[src/rtl/fir_2.sv]
// fir_2: N-stage CIC decimating low-pass filter.
//
// Integrators run every clock. Every R clocks the integrator output is
// decimated and passed through N comb stages with differential delay M.
// All arithmetic is modular OW-bit two's complement. Wrap-around inside the
// integrators is expected, and the combs cancel it.
//
// Parameters:
//   R  - decimation ratio (power of two)
//   N  - number of integrator stages and comb stages
//   M  - comb differential delay, in decimated samples
//   IW - input width
//   OW - output/internal width, IW + N*log2(R*M)
//
// Ports:
//   clk     - clock, rising edge
//   reset   - synchronous active-high reset
//   x       - signed input sample, one per clock
//   y       - signed decimated output, updates once every R clocks
//   y_valid - one-cycle strobe in the cycle a new y first appears
//             (only when FIR_2_VALID_EN is defined)
//
// Build option: define FIR_2_VALID_EN to add the y_valid port.
module fir_2 #(
  parameter int unsigned R  = 32,
  parameter int unsigned N  = 3,
  parameter int unsigned M  = 2,
  parameter int unsigned IW = 8,
  parameter int unsigned OW = 26
) (
  input  logic                 clk,
  input  logic                 reset,
  input  logic signed [IW-1:0] x,
  output logic signed [OW-1:0] y
`ifdef FIR_2_VALID_EN
  ,
  output logic                 y_valid
`endif
);

  localparam int unsigned CW = (R > 1) ? $clog2(R) : 1;

  logic [CW-1:0]        cnt;
  logic                 strobe;
  logic signed [OW-1:0] x_ext;
  logic signed [OW-1:0] integ    [N];
  logic signed [OW-1:0] dly      [N][M];
  logic signed [OW-1:0] stage_in [N];
  logic signed [OW-1:0] comb_out;

  assign strobe = (cnt == CW'(R - 1));
  assign x_ext  = {{(OW - IW){x[IW-1]}}, x};

  // Decimation counter
  always_ff @(posedge clk) begin
    if (reset) begin
      cnt <= '0;
    end else if (strobe) begin
      cnt <= '0;
    end else begin
      cnt <= cnt + CW'(1);
    end
  end

  // Integrator chain; each stage adds the previous stage's registered value.
  always_ff @(posedge clk) begin
    if (reset) begin
      for (int k = 0; k < N; k++) begin
        integ[k] <= '0;
      end
    end else begin
      integ[0] <= integ[0] + x_ext;
      for (int k = 1; k < N; k++) begin
        integ[k] <= integ[k] + integ[k-1];
      end
    end
  end

  // Comb chain: stage k subtracts its own input from M strobes ago.
  // stage_in[k] is what stage k's delay line captures on the strobe.
  always_comb begin
    comb_out = integ[N-1];
    for (int k = 0; k < N; k++) begin
      stage_in[k] = comb_out;
      comb_out    = comb_out - dly[k][M-1];
    end
  end

  // Comb delay lines and output register advance only on strobe.
  always_ff @(posedge clk) begin
    if (reset) begin
      for (int k = 0; k < N; k++) begin
        for (int i = 0; i < M; i++) begin
          dly[k][i] <= '0;
        end
      end
      y <= '0;
    end else if (strobe) begin
      for (int k = 0; k < N; k++) begin
        dly[k][0] <= stage_in[k];
        for (int i = 1; i < M; i++) begin
          dly[k][i] <= dly[k][i-1];
        end
      end
      y <= comb_out;
    end
  end

`ifdef FIR_2_VALID_EN
  always_ff @(posedge clk) begin
    if (reset) begin
      y_valid <= 1'b0;
    end else begin
      y_valid <= strobe;
    end
  end
`endif

endmodule

[config.mk]
export PLATFORM = sky130hd
export DESIGN_NAME = fir_2
export DESIGN_NICKNAME = d
export VERILOG_FILES = /design/src/rtl/fir_2.sv
export SDC_FILE = /design/constraint.sdc
export NUM_CORES = 1
export LEC_CHECK = 0
export BUFFER_PORTS_ARGS = -buffer_cell sky130_fd_sc_hd__buf_2
export CAP_MARGIN = 20
export CORE_MARGIN = 10
export CORE_UTILIZATION = 50
export CTS_CLUSTER_DIAMETER = 60
export DETAILED_ROUTE_END_ITERATION = 10
export HOLD_SLACK_MARGIN = 0.1
export MAX_ROUTING_LAYER = met4
export PLACE_DENSITY = 0.66
export SYNTH_ARGS = -nofsm -noshare
export SYNTH_HDL_FRONTEND = slang
export SYNTH_SLANG_ARGS = --single-unit
export TNS_END_PERCENT = 5
[constraint.sdc]
create_clock -name clk -period 8.7 [get_ports clk]
set_clock_uncertainty 0.05 [all_clocks]
set_input_delay 1.74 -clock clk [delete_from_list [all_inputs] [get_ports clk]]
set_output_delay 1.74 -clock clk [all_outputs]
set_load 0.05 [all_outputs]
==> metrics.txt <==
status finished, final reports clean; DR WL/cell roughly 14 um; Setup crit end y[25]$_SDFFE_PP0P_; via density per instance roughly 5.3; slew of the pin with the lowest slew margin 0.981 ns; Post-synth EDFFs roughly 160; CTS tree done; worst r2r src integ[0][52]$_SDFF_PP0_; Final Hold Vio Count 0; combinational power share between 50% and 60%; post-synthesis mux area share less than 1%; clock latency on the worst-skew pair 0.50 ns; Largest stage delay, worst path about 0.41 ns; fraction of registers with async set/reset 0%; CP Depth 31; CP dominant cell by count a21o_1; syn_area_per_cell 9.89 um^2; Final setup viols 0; Max VDD drop roughly 0.00022 V; Worst EP arrival around 6.5 ns; most common cell in the netlist nor2_1; gpl congestion ~0.90; first-pass GRT wire length 49.3 mm; initial antenna violation count 0; Max-slew headroom 34.6%; depth of the CTS H-tree 2; Post-DP HPWL a little over 20 mm; Startpoint Class flop; area of the multi-input gates approximately 8500 um^2; Hold Crit Class flop to flop; Post-CTS Setup Inserts 0; critical path class flop to flop; sequential-to-total area share from yosys stat roughly 43%; syn_nets ~1800; crit path from integ[0][52]$_SDFF_PP0_; total number of vias approximately 11000; largest family of logic cells by synthesized area simple AND/OR/NAND/NOR gates; Routed WL between 20 and 30 mm; # diodes 0; ranking of synthesized cells by area edfxtp_1, dfxtp_1, ha_1; Storage cell area 6870 um^2; Rows 65; internal power 4200 uW; clock share of power around a fifth; Post-CTS Hold Buffers 0; Inserted Clock Buffers 35; drt drc 0; switching pwr 3090 uW; Final #Nets between 1500 and 2000; cell area after synthesis ~16000 um^2; Simple-Gate Fraction of Synth Area between 15 and 20%; Synth Area in Compound Gates 15.8%; xor and xnor area share after synthesis around 7%; Critical Path Fanout Max 5; CTS root buffer clkbuf_16; Mapped Cells around 1600; Initial DRC Count between 300 and 400; Initial Util 50.5%; Slew Limit Fails 0; setup slack, reg-to-reg 2.50 ns; Critical Path Sink Type flop; Critical Path RT around 9 ns; Layout fillers 2769; max-cap check violation count 0; R2R depth 31; Yosys top cell area share between 20% and 30%; adder-cell share of the synthesized area 12.7%; Tmin final 6.20 ns; synth warn 0; Pleak a little under 0.008 uW; Power Density a little over 400 nW/um^2; synth unique cells between 70 and 80; clock transition at the registers of the reported paths 0.05 ns; CTS Buffer Depth 3; setup_tns 0 ns; RSZ-0062 raised after global routing false; core area 31500 um^2; DIE AREA approximately 39000 um^2; CP delay by family, top compound AO/OA/AOI/OAI gates; largest net degree at the start of global routing between 100 and 150; synth cell count leaders nor2_1, and2_1, edfxtp_1; drt pass-1 iters 4; total power 7280 uW; layout cells sized above 1 7.04%; WP buf/inv 1; global route total overflow 0; part of the power in registers between 20% and 30%; die width ~200 um; IO Port Bufs 35; Sw Share a little over two fifths; Area Overhead vs Synth 11.1%; Final ANT Viol Nets 0; reg-to-reg endpoint y[25]$_SDFFE_PP0P_; period utilisation layout a little under three quarters; post-cts resize count 0; register bit count reported by yosys 265; GRT Resource Usage Total 15.3%; I/O pin cnt 36; Die Y ~200 um; Yosys top cell by area edfxtp_1; FMAX 161 MHz; CP max-delay cell fa_1; ys flop type edfxtp_1; vias in the first global route 10655; clock tree sinks around 270
worst reg2reg max path, delay by kind of cell, from the launching register on:
family                     cells  cell delay (ns)
AOI/OAI and AO/OA             18             3.23
adders and majority gates      4             1.25
xor gates and xnor gates       3             0.67
and+or+nand+nor                4             0.38
DFF                            1             0.33
muxes                          1             0.14
buffers and inverters          1             0.06
layer usage:
metal / part of all wire, % / vias up / global-route usage [%]
met5: 0 / - / -
met4: 1.8 / 0 / 3.79
met3: 3.0 / 44 / 2.29
met2: 47 / 103 / 25.8
met1: 48 / 5050 / 19.0
li1: - / 5758 / -
worst min-delay path by stage:
stage | from | endpoint | slack, ns | cells past startpoint
6_report | cnt[0]$_SDFF_PP0_ | cnt[0]$_SDFF_PP0_ | 0.40 | 1
5_1_grt | y[17]$_SDFFE_PP0P_ | y[17]$_SDFFE_PP0P_ | 0.43 | 2
4_1_cts | cnt[0]$_SDFF_PP0_ | cnt[0]$_SDFF_PP0_ | 0.40 | 1
3_5_place_dp | y[19]$_SDFFE_PP0P_ | y[19]$_SDFFE_PP0P_ | 0.39 | 2
3_3_place_gp | cnt[0]$_SDFF_PP0_ | cnt[0]$_SDFF_PP0_ | 0.38 | 1
2_1_floorplan | cnt[0]$_SDFF_PP0_ | cnt[0]$_SDFF_PP0_ | 0.37 | 1
power groups by stage:
stage	clock [uW]	combinational (uW)	sequential, uW
5_1_grt	1490	4840	1610
3_3_place_gp	0	4170	1610
4_1_cts	1430	4290	1590
3_5_place_dp	0	4260	1620
2_1_floorplan	0	3480	1570
6_report	1400	4300	1590
cells in the final DEF, fill, tap and decap left out, drive strengths merged, types with 40 or more instances in the layout:
| cell type | n |
|---|---|
| nand2 | 73 |
| dfxtp | 109 |
| edfxtp | 156 |
| xor2 | 53 |
| clkbuf | 42 |
| and2 | 156 |
| xnor2 | 72 |
| a21o | 72 |
| o21ai | 74 |
| a21oi | 103 |
| nor2 | 162 |
| ha | 152 |
| inv | 113 |
| buf | 40 |
per-stage QoR:
step	instance area [um^2]	utilization (%)	cells	worst slack (ns)	hold slack, ns
final	17700	56.1	2078	2.50	0.395
after global routing	17700	56.1	2078	1.96	0.427
after CTS	17600	56.0	2077	2.46	0.399
after detailed placement	16500	52.4	2014	2.49	0.389
after global placement	16500	52.4	2014	2.63	0.382
after floorplan	15900	-	1607	3.00	0.368
flip-flops by register name, summed over array words and instances (netlist names):
signal  cells
cnt         5
dly       156
integ      78
y          26
cells by family after synthesis:
logic type      Yosys count
flops                   265
buf+inv                 147
simple gates            526
fa+ha+maj               158
mux                      14
compound gates          370
xor+xnor                127
layout make-up:
type | instances | share of cell area, %
multi-input combinational | 1195 | 48.0
clock inverter | 21 | 1.03
timing repair buffer | 40 | 1.33
sequential | 265 | 38.9
clock buffer | 42 | 5.46
inverter | 113 | 2.43
tap | 402 | 2.85
No activity file was read; power rests on OpenSTA's default activity.
